[src/rtl/mem_arb_pkg.sv]
// mem_arb_pkg: shared types and constants for the fetch/data memory arbiter
package mem_arb_pkg;
    typedef enum logic [1:0] {IDLE, ACCESS, DONE} state_t;
    typedef enum logic {SEL_IF, SEL_D} sel_t;
    localparam int CNT_W = 4;
endpackage

[src/rtl/mem_arb_ibuf.sv]
// mem_arb_ibuf: one-entry fetch buffer (tag, data, valid) used when MEM_ARB_IBUF_EN is defined
// Ports: lookup_addr/hit/hit_data probe the entry; load/load_addr/load_data refill it after a
//        memory fetch; wr/wr_addr invalidate it when a data write targets the buffered address.
module mem_arb_ibuf (
    input  logic        clk,
    input  logic        reset,
    input  logic [31:0] lookup_addr,
    output logic        hit,
    output logic [31:0] hit_data,
    input  logic        load,
    input  logic [31:0] load_addr,
    input  logic [31:0] load_data,
    input  logic        wr,
    input  logic [31:0] wr_addr
);
    logic        valid_q, valid_d;
    logic [31:0] tag_q, tag_d, data_q, data_d;

    always_comb begin
        valid_d = load ? 1'b1 : (wr && wr_addr == tag_q) ? 1'b0 : valid_q;
        tag_d   = load ? load_addr : tag_q;
        data_d  = load ? load_data : data_q;
    end

    always_ff @(posedge clk) begin
        if (reset) begin
            valid_q <= 1'b0;
            tag_q   <= '0;
            data_q  <= '0;
        end else begin
            valid_q <= valid_d;
            tag_q   <= tag_d;
            data_q  <= data_d;
        end
    end

    assign hit      = valid_q && lookup_addr == tag_q;
    assign hit_data = data_q;
endmodule

[src/rtl/mem_arbiter.sv]
// mem_arbiter: shares one memory port between instruction fetch and data access
// Ports: if_* fetch requester, d_* data requester, mem_* shared memory port,
//        stall freezes the processor until every raised request has completed.
// Define MEM_ARB_IBUF_EN to add a one-entry fetch buffer that skips memory on a hit.
module mem_arbiter
    import mem_arb_pkg::*;
#(
    parameter int MEM_LATENCY = 2
) (
    input  logic        clk,
    input  logic        reset,
    input  logic        if_req,
    input  logic [31:0] if_addr,
    output logic [31:0] if_rdata,
    output logic        if_ready,
    input  logic        d_read,
    input  logic        d_write,
    input  logic [31:0] d_addr,
    input  logic [31:0] d_wdata,
    output logic [31:0] d_rdata,
    output logic        d_ready,
    output logic [31:0] mem_addr,
    output logic        mem_read,
    output logic        mem_write,
    output logic [31:0] mem_wdata,
    input  logic [31:0] mem_rdata,
    output logic        stall
);
    state_t           state_q, state_d;
    sel_t             sel_q, sel_d;
    logic             we_q, we_d;
    logic [31:0]      addr_q, addr_d, wdata_q, wdata_d;
    logic [31:0]      if_rdata_q, if_rdata_d, d_rdata_q, d_rdata_d;
    logic [CNT_W-1:0] cnt_q, cnt_d;
    logic             if_done_q, if_done_d, d_done_q, d_done_d;
    logic             d_req, d_pend, i_pend, last, ib_hit;
    logic [31:0]      ib_data;

    assign d_req     = d_read | d_write;
    // a requester already served in this stall window must not be granted again
    assign d_pend    = d_req & ~d_done_q;
    assign i_pend    = if_req & ~if_done_q;
    assign last      = state_q == ACCESS && cnt_q == '0;
    assign if_ready  = state_q == DONE && sel_q == SEL_IF;
    assign d_ready   = state_q == DONE && sel_q == SEL_D;
    assign stall     = (if_req & ~(if_done_q | if_ready)) | (d_req & ~(d_done_q | d_ready));
    assign mem_read  = state_q == ACCESS && !we_q;
    assign mem_write = state_q == ACCESS && we_q;
    assign mem_addr  = addr_q;
    assign mem_wdata = wdata_q;
    assign if_rdata  = if_rdata_q;
    assign d_rdata   = d_rdata_q;

`ifdef MEM_ARB_IBUF_EN
    logic ib_fill, ib_wr;
    assign ib_fill = last && sel_q == SEL_IF;
    assign ib_wr   = state_q == IDLE && d_pend && d_write;
    mem_arb_ibuf u_ibuf (
        .clk        (clk),
        .reset      (reset),
        .lookup_addr(if_addr),
        .hit        (ib_hit),
        .hit_data   (ib_data),
        .load       (ib_fill),
        .load_addr  (addr_q),
        .load_data  (mem_rdata),
        .wr         (ib_wr),
        .wr_addr    (d_addr)
    );
`else
    assign ib_hit  = 1'b0;
    assign ib_data = '0;
`endif

    always_comb begin
        state_d    = state_q;
        sel_d      = sel_q;
        we_d       = we_q;
        addr_d     = addr_q;
        wdata_d    = wdata_q;
        cnt_d      = cnt_q;
        if_rdata_d = if_rdata_q;
        d_rdata_d  = d_rdata_q;
        // clearing wins over setting: once stall drops the processor moves on
        if_done_d  = stall & (if_done_q | if_ready);
        d_done_d   = stall & (d_done_q | d_ready);
        case (state_q)
            IDLE: begin
                if (d_pend) begin
                    sel_d   = SEL_D;
                    we_d    = d_write;
                    addr_d  = d_addr;
                    wdata_d = d_wdata;
                    cnt_d   = CNT_W'(MEM_LATENCY - 1);
                    state_d = ACCESS;
                end else if (i_pend) begin
                    sel_d      = SEL_IF;
                    we_d       = 1'b0;
                    addr_d     = if_addr;
                    cnt_d      = CNT_W'(MEM_LATENCY - 1);
                    state_d    = ib_hit ? DONE : ACCESS;
                    if_rdata_d = ib_hit ? ib_data : if_rdata_q;
                end
            end
            ACCESS: begin
                cnt_d = cnt_q - CNT_W'(1);
                if (last) begin
                    state_d    = DONE;
                    if_rdata_d = sel_q == SEL_IF ? mem_rdata : if_rdata_q;
                    d_rdata_d  = (sel_q == SEL_D && !we_q) ? mem_rdata : d_rdata_q;
                end
            end
            default: state_d = IDLE;
        endcase
    end

    always_ff @(posedge clk) begin
        if (reset) begin
            state_q    <= IDLE;
            sel_q      <= SEL_IF;
            we_q       <= 1'b0;
            addr_q     <= '0;
            wdata_q    <= '0;
            cnt_q      <= '0;
            if_rdata_q <= '0;
            d_rdata_q  <= '0;
            if_done_q  <= 1'b0;
            d_done_q   <= 1'b0;
        end else begin
            state_q    <= state_d;
            sel_q      <= sel_d;
            we_q       <= we_d;
            addr_q     <= addr_d;
            wdata_q    <= wdata_d;
            cnt_q      <= cnt_d;
            if_rdata_q <= if_rdata_d;
            d_rdata_q  <= d_rdata_d;
            if_done_q  <= if_done_d;
            d_done_q   <= d_done_d;
        end
    end
endmodule

[config.mk]
export PLATFORM = sky130hd
export DESIGN_NAME = mem_arbiter
export DESIGN_NICKNAME = d
export VERILOG_FILES = /design/src/rtl/mem_arb_pkg.sv /design/src/rtl/mem_arb_ibuf.sv /design/src/rtl/mem_arbiter.sv
export SDC_FILE = /design/constraint.sdc
export NUM_CORES = 1
export LEC_CHECK = 0
export ABC_AREA = 0
export CORE_MARGIN = 2
export CORE_UTILIZATION = 39
export CTS_BUF_LIST = sky130_fd_sc_hd__clkbuf_8
export DETAILED_ROUTE_END_ITERATION = 10
export PLACE_DENSITY_LB_ADDON = 0.05
export SLEW_MARGIN = 20
export SYNTH_ARGS = -nofsm -noshare
export SYNTH_HDL_FRONTEND = slang
export SYNTH_SLANG_ARGS = --single-unit
[constraint.sdc]
create_clock -name clk -period 1.95 [get_ports clk]
set_input_delay 0.585 -clock clk [delete_from_list [all_inputs] [get_ports clk]]
set_output_delay 0.585 -clock clk [all_outputs]
set_load 0.05 [all_outputs]
* Yosys cells after proc, flatten, opt, wreduce, memory -nomap -nowiden
Index checks and enable logic that the tools add are counted.
W data, S select, Z words.
** Storage, ports and cells
- Register bits :: 138
- Logic and storage cells :: 59
** Cells by class
- Muxes and demuxes :: 12
- Bitwise gates (word level) :: 15
- Add/sub/neg operators :: 1
- Reductions and logical operators :: 17
- Equal/unequal tests :: 4
** Operators with widths (count)
- $mux W32 :: 2
- $mux W4 :: 2
- $pmux W4 S2 :: 1
- $reduce_and A2 Y1 :: 4
- $and A1 B1 Y1 :: 6
- $logic_and A1 B1 Y1 :: 6
- $mux W2 :: 3
- $reduce_and A3 Y1 :: 2
- $not A1 Y1 :: 5
- $logic_not A4 Y1 :: 1
- $or A1 B1 Y1 :: 4
- $pmux W2 S2 :: 1
- $reduce_bool A2 Y1 :: 2
- $sub A4 B1 Y4 const B :: 1
- $mux W1 :: 3
- $ne A3 B3 Y1 const B :: 1
- $eq A2 B1 Y1 const B :: 1
- $eq A2 B2 Y1 const B :: 1
- $logic_not A2 Y1 :: 1
- $ne A2 B2 Y1 const B :: 1
- $logic_not A1 Y1 :: 1

* Logic depth before layout (Yosys ltp)
- Word-level depth :: 7
- Mapped depth :: 7
- Gate-level depth less buffers :: 5

* Least setup slack after synthesis
OpenSTA, ideal clock, no wires.
- Kind :: register -> output
- Start point :: register state_q[0]
- End point :: output port stall
- Buffers on the path :: 1
- Data required time :: 1365 ps
- Cell stages (with the launch flop) :: 4
- Data arrival time :: 2418 ps
- Slack :: -1053 ps
- Cells stage by stage :: dfxtp_1 buf_2 nor3b_1 a21oi_1
** Between the ends
- Longest elaborated chain between the ends :: 6
- Elaborated cells on any way between the ends :: 10
- Those cells by class :: 1 x eq/ne; 7 x bitwise; 2 x reduce/logical
** RTL lines
- from (decl) :: line mem_arbiter.sv:29 : state_t state_q, state_d;
- from (signal assigned) :: line mem_arbiter.sv:130 : state_q <= state_d;
- $eq A2 B2 Y1 :: line mem_arbiter.sv:44 : assign if_ready = state_q == DONE && sel_q == SEL_IF;
- $logic_and A1 B1 Y1 :: line mem_arbiter.sv:44
- via if_ready :: line mem_arbiter.sv:15 : output logic if_ready,
- $or A1 B1 Y1 :: line mem_arbiter.sv:46 : assign stall = (if_req & ~(if_done_q | if_ready)) | (d_req & ~(d_done_q | d_ready));
- $not A1 Y1 :: line mem_arbiter.sv:46
- $and A1 B1 Y1 :: line mem_arbiter.sv:46
- $or A1 B1 Y1 :: line mem_arbiter.sv:46
- to (decl) :: line mem_arbiter.sv:27 : output logic stall
The timed path passes the listed nets, and every way through them passes these cells.

* Final worst setup path
- Start point :: register state_q[0]
- End point :: output port stall
** Between the ends
- Longest elaborated chain between the ends :: 6
- Elaborated cells on any way between the ends :: 10
- Those cells by class :: 1 x eq/ne; 7 x bitwise; 2 x reduce/logical
** RTL lines (line)
- $eq A2 B2 Y1 (*) :: mem_arbiter.sv:44, mem_arbiter.sv:45
- $logic_and A1 B1 Y1 (on tied branches) :: mem_arbiter.sv:44, mem_arbiter.sv:45
- $or A1 B1 Y1 :: mem_arbiter.sv:46
- $not A1 Y1 :: mem_arbiter.sv:46
- $and A1 B1 Y1 :: mem_arbiter.sv:46
- $or A1 B1 Y1 (*) :: mem_arbiter.sv:46
Mark *: on every way between the ends. The rest lies on a longest branch, timed or not.

==> results.yml <==
cts:
  cts_buffers: 17
  tritoncts: "yes"
  cts_buffer_depth: 2
  h-tree-depth: 4
  clk_latency_ns: 0.43
  clkSinkCount: 138
  clk_pin_slew_ns: 0.08
  clockRootBuffer: "clkbuf_8"
  postCtsHoldBufs: 0
final_layout:
  layout-area-overhead-vs-synth_pct: 56.8
  final_common_cell: "buf_4"
  multi_input_comb_area_um2: 2880
  nNetsFinal: 994
  n_fill_cell: 1216
  layout-drive-gt1-share_pct: 25.8
  final_cell_mix: "buf_4 (148), dfxtp_1 (134), clkdlybuf4s50_1 (128)"
  final_cell_area_um2: 9130
  seqCellArea_um2: 2770
  diodes: 0
synthesis:
  syn_avg_cell_area_um2: 9.71
  async_reset_ff_share_pct: 0
  yosys_warnings: 0
  synthFlopType: "dfxtp_1"
  ys_seq_elements: 138
  syn_area_um2: 5830
  synth.distinct_cells: 39
  yosysSeqAreaShare_pct: 47.4
  syn-num-nets: 734
  syn_inst: 600
  synth_edf_count: 0
sta:
  hold-worst-slack_ns: 0.474
  fmax_ghz: 0.483
  tns_ns: -0.199
  tightestPinTransition_ns: 0.362
  relSlewSlack_pct: 75.2
  period_minus_slack_ns: 2.07
  finalMaxSlewViolations: 0
  hold_viol: 0
  rsz0062_at_grt: "true"
  setup_viol: 4
  finalClockSkew_ns: 0.0107
  setup_ws_ns: -0.120
  period_share_pct: 106
run_status:
  violations: "negative setup slack"
  outcome: "complete, but fails checks"
grt:
  grt_usage_pct: 21.3
  use_met1_pct: 24.2
  grt_pass1_vias: 5475
  grt-ovfl-total: 0
  met2_usage_pct: 37.3
  grt_pass1_wl_um: 27200
  use_met3_pct: 6.97
  antenna_found_initial: 0
  busiest_layer: "met2"
  grt_max_degree: 75
worst_setup_path:
  crit_type: "reg -> out"
  worst_ep_required_time_ns: 1.36
  endpoint_kind: "primary output"
  cp.arrival_ns: 1.48
  worstSetupStartpoint: "state_q[0]"
  ff2ff_path_depth: 6
  reg2reg_from: "cnt_q[1]"
  path_max_fanout: 5
  startpoint_type: "flop"
route:
  routed_wl_um: 17600
  detail_route.iter0.violations: 260
  drcViolationCount: 0
  detail-route-antenna-nets: 0
  avgViaCountPerCell: 5.09
  firstDrtPassIters: 5
  vias: 5379
  wire_per_inst_um: 16.6
placed_design:
  place.gp.congestion: 0.795
  placed_cell_area_um2: 8560
  dp_hpwl_um: 12100
  io_buffers: 265
worst_hold_path:
  hold_path_startpoint: "if_rdata[1]"
  worstHoldPathCells: 2
  hp-class: "reg -> reg"
power:
  p_comb_share_pct: 35.8
  power.share.switching_pct: 35.9
  total_leakage_power_nw: 3.88
  power_frac_seq_pct: 38.6
  intPower_mw: 5.48
  p_per_area_nw_per_um2: 937
  power.clock.fraction_pct: 25.6
  switching_power_mw: 3.08
  ir_worst_vdd_uv: 524
  p_total_mw: 8.56
floorplanning:
  die_h_um: 126
  die_w_um: 126
  dieArea_um2: 15900
  coreArea_um2: 14600
  ios: 266
  row_count: 44
  initial_core_util_pct: 39.9
job:
  maxCapViolations: 0
-- repair_timing --
item | 4_1_cts | 5_1_grt
resized for setup | 15 | 12
cloned | 1 | 3
endpoints found under the setup margin | 37 | 11
pin swaps | 3 | 5
buffers inserted | 0 | 2
-- sequential cells by signal, indices dropped and copies added, names as in the netlist, 2 cells and up --
name / flops
cnt_q: 4
d_rdata: 32
if_rdata: 32
mem_addr: 32
mem_wdata: 32
state_q: 2
-- power groups by stage --
stage | Combinational (mW) | Clock (mW) | Sequential (mW)
floorplan | 0.943 | 0 | 4.27
global placement | 2.94 | 0 | 3.34
detailed placement | 2.99 | 0 | 3.35
CTS | 3.02 | 2.26 | 3.30
global route | 3.24 | 2.38 | 3.34
finish | 3.06 | 2.19 | 3.31
-- logic make-up after synthesis --
group | share of synthesized area [%]
compound gates | 12.5
fa+ha+maj | 0.215
buf+inv | 5.07
flops | 47.4
mux | 16.5
simple gates | 18.3
-- layer usage --
metal,share of wire [%],routed length [um],up-vias
met2,51,8930,204
met4,1.6,283,0
li1,-,-,2633
met3,7.0,1240,24
met1,41,7120,2518
met5,0,0,-
-- worst paths after layout --
kind | slack (ns) | end
max | -0.12 | stall
min | 0.47 | if_rdata[1]
max reg2reg | 0 | d_rdata[31]
min reg2reg | 0.47 | if_rdata[1]
-- cell usage after synthesis, drive strengths merged, types with 4 or more instances --
| cell type | n | area share, % |
|---|---|---|
| buf | 19 | 2.2 |
| inv | 5 | 0.32 |
| mux2i | 96 | 16 |
| nor2 | 34 | 2.2 |
| o21ai | 33 | 2.9 |
| a221oi | 32 | 4.8 |
| clkbuf | 40 | 2.6 |
| a21oi | 37 | 3.2 |
| nand2 | 4 | 0.26 |
| nand2b | 98 | 11 |
| nand3 | 34 | 2.9 |
| dfxtp | 138 | 47 |
-- area by class of cell --
cell class,count,share of cell area (%)
multi-input combinational,398,31.6
clock inverter,9,0.795
tap,184,2.52
inverter,5,0.205
sequential,138,30.4
clock buffer,22,3.32
timing repair buffer,300,31.2
-- metrics by stage --
step / setup slack [ns] / utilization, % / instances
floorplan: 0.0229 / - / 600
global placement: -0.316 / 58.6 / 1019
detailed placement: -0.381 / 58.6 / 1019
CTS: -0.132 / 61.7 / 1051
global route: -0.187 / 62.6 / 1056
finish: -0.120 / 62.6 / 1056
-- worst max-delay path, cell delays in order (launching register included) --
cell and delay [ns]:
dfxtp_4 0.37, nand3b_1 0.26, a2bb2oi_4 0.22, a21oi_4 0.05
buf_12 0.15
No activity file was read; power rests on OpenSTA's default activity.
==> RTL edit, RTL diff (same flow settings) <==
Change the package constant `CNT_W` from 4 to 3.
--- a/src/rtl/mem_arb_pkg.sv
+++ b/src/rtl/mem_arb_pkg.sv
@@ -4,3 +4,3 @@
     typedef enum logic {SEL_IF, SEL_D} sel_t;
-    localparam int CNT_W = 4;
+    localparam int CNT_W = 3;
 endpackage
Formal check against the unedited RTL: same outputs for any inputs over 4 cycles, from zero or initial values and one cycle with reset high; that may be too few to reach the edited logic, so the function may still have changed.
==> RTL edit against the original RTL <==
Register-to-register slack gained 0.33 ns; hold slack lost 0.018 ns; largest power group is now combinational cells; synthesized area shrank 6.2%; sequential cell count shrank 1; the flow still finishes with violations (setup timing); total power grew 7.8%; critical path type is now in -> out; fmax grew 2.1%; first-iteration DRC count grew 30%; count of clock-buffer cells in the layout shrank 2; cell area shrank 7.3%; routed wire length grew 2.9%; worst setup slack gained 0.043 ns; non-clock buffer count grew 1; via count grew 5.5%.
==> RTL edit: results (changes against the original RTL) <==
Critical path
  • Top delay family on crit path: compound AO/OA/AOI/OAI gates
  • Slowest cell on crit path: dlygate4sd2_1
  • Max incr delay on CP: 0.26 ns (-0.11 ns)
  • Crit-path max FO: 2 (-3)
  • Worst Reg-to-Reg Cells: 7 (+1)
  • Reg2Reg Launch Point: cnt_q[0]
  • R2R setup slack: 0.33 ns (+0.33 ns)
  • Worst EP arrival: 1.44 ns (-0.04 ns)

Placement
  • Placement-stage worst setup slack: -0.318 ns (+0.0630 ns)
  • Gpl congestion: 0.758 (-4.6%)
  • Detailed placement HPWL: 12900 um (+5.9%)
  • DP Area: 8030 um2 (-6.1%)

Logic synthesis
  • Dominant cells by area after synthesis: dfxtp_1 (50%), a21oi_1 (9.3%), o221a_1 (6.2%), nand3_1 (6.0%), nand2_1 (4.5%)
  • Yosys cell types: 37 (-5.1%)
  • Register area share after synthesis: 50.2% (+2.8 points)
  • Synth cell count leaders: dfxtp_1 (137), a21oi_1 (102), nand2_1 (66)
  • Post-synthesis net count: 775 (+5.6%)

Global routing
  • Initial antenna violation count: 1 (+1)
  • Global Route Usage Sum: 23.8% (+2.4 points)
  • Vias in the first global route: 5558 (+1.5%)
  • Largest net degree at the start of global routing: 59 (-21%)
  • GR Util met3: 7.62% (+0.65 points)
  • Met1 Use GR: 27.4% (+3.2 points)
  • Met2 usage: 40.6% (+3.3 points)
  • Global-route wire length before repair: 28000 um (+2.9%)

Status
  • Outcome: complete, but fails checks
  • Failing checks: setup timing

Timing
  • Final setup fails: 3 (-1)
  • Final Skew: 0.00781 ns (-0.00288 ns)
  • Setup slack after layout: -0.0770 ns (+0.0425 ns)
  • WHS: 0.457 ns (-0.0179 ns)
  • Slew Limit Headroom: 57.9% (-17 points)

Hold path
  • WHS Endpoint: if_rdata[15]
  • Hold Path Origin: if_rdata[15]

Layout
  • Fin nets: 1028 (+3.4%)
  • Fillers: 1253 (+3.0%)
  • Share of cells above drive strength 1: 23.7% (-2.1 points)

Routing
  • Drt first pass iters: 7 (+2)
  • 1st-iter DRT viols: 337 (+30%)
  • Via count: 5676 (+5.5%)

Clocking
  • Clk Latency, worst-skew pair: 0.43 ns (about the same)
  • Max clock buf depth: 2 (unchanged)

Pwr
  • Max rail drop VDD: 0.000634 V (+21%)
  • Static Leak: 3.47 nW (-10%)
[RTL edit: worst max-delay path by stage]
stage | slack, ns | to | start | depth (start not counted)
6_report | -0.08 | stall | d_write | 5
5_1_grt | -0.13 | stall | state_q[0] | 4
4_1_cts | -0.10 | stall | state_q[0] | 4
3_5_place_dp | -0.32 | mem_addr[18] | d_write | 7
3_3_place_gp | -0.28 | stall | d_write | 5
2_1_floorplan | -0.22 | stall | d_write | 4
[RTL edit: per-layer routing]
layer | part of all wire [%] | wire, um | up-vias
met5 | 0 | 0 | -
met1 | 39 | 7120 | 2647
met2 | 49 | 8920 | 222
met4 | 2.6 | 464 | 0
met3 | 8.7 | 1580 | 29
li1 | - | - | 2778
[RTL edit: tightest hold or removal path, stage by stage, from the launching register on]
cell	delay, ns
dfxtp_1	0.31
nand2_1	0.05
a21oi_1	0.05
[RTL edit: cell type report]
cell class,count,area share (%)
Antenna cell,1,0.0296
Clock buffer,20,3.25
Clock inverter,12,1.01
Inverter,39,1.73
Multi-Input combinational cell,397,27.1
Sequential cell,137,32.5
Tap cell,180,2.66
Timing Repair Buffer,301,31.8
[RTL edit: where the power goes]
part | switching, W | internal [W] | total [W]
clock | 0.00104 | 0.00108 | 0.00212
sequential | 0.000226 | 0.00318 | 0.00341
combinational | 0.00242 | 0.00128 | 0.00370
total | 0.00369 | 0.00554 | 0.00922
[RTL edit: per-stage QoR]
stage          cells  utilization (%)  TNS, ns
3_5_place_dp    1049             58.3   -14.96
2_1_floorplan    640                -   -0.217
3_3_place_gp    1049             58.3   -11.54
6_report        1087             61.4   -0.100
4_1_cts         1086             61.4   -0.194
5_1_grt         1087             61.4   -0.335
[RTL edit: repair_timing]
| item | 4_1_cts | 5_1_grt |
|---|---|---|
| setup buffers | 5 | 0 |
| setup endpoints to repair | 5 | 5 |
| gates resized for setup | 14 | 1 |
| pin swaps | 2 | 1 |
[RTL edit: logic make-up after synthesis]
group / synth area share, %
adder cells (fa/ha/maj): 0.458
flip-flops: 50.2
AND/OR/NAND/NOR: 13.6
AO/OA/AOI/OAI: 27.0
buffers and inverters: 8.77
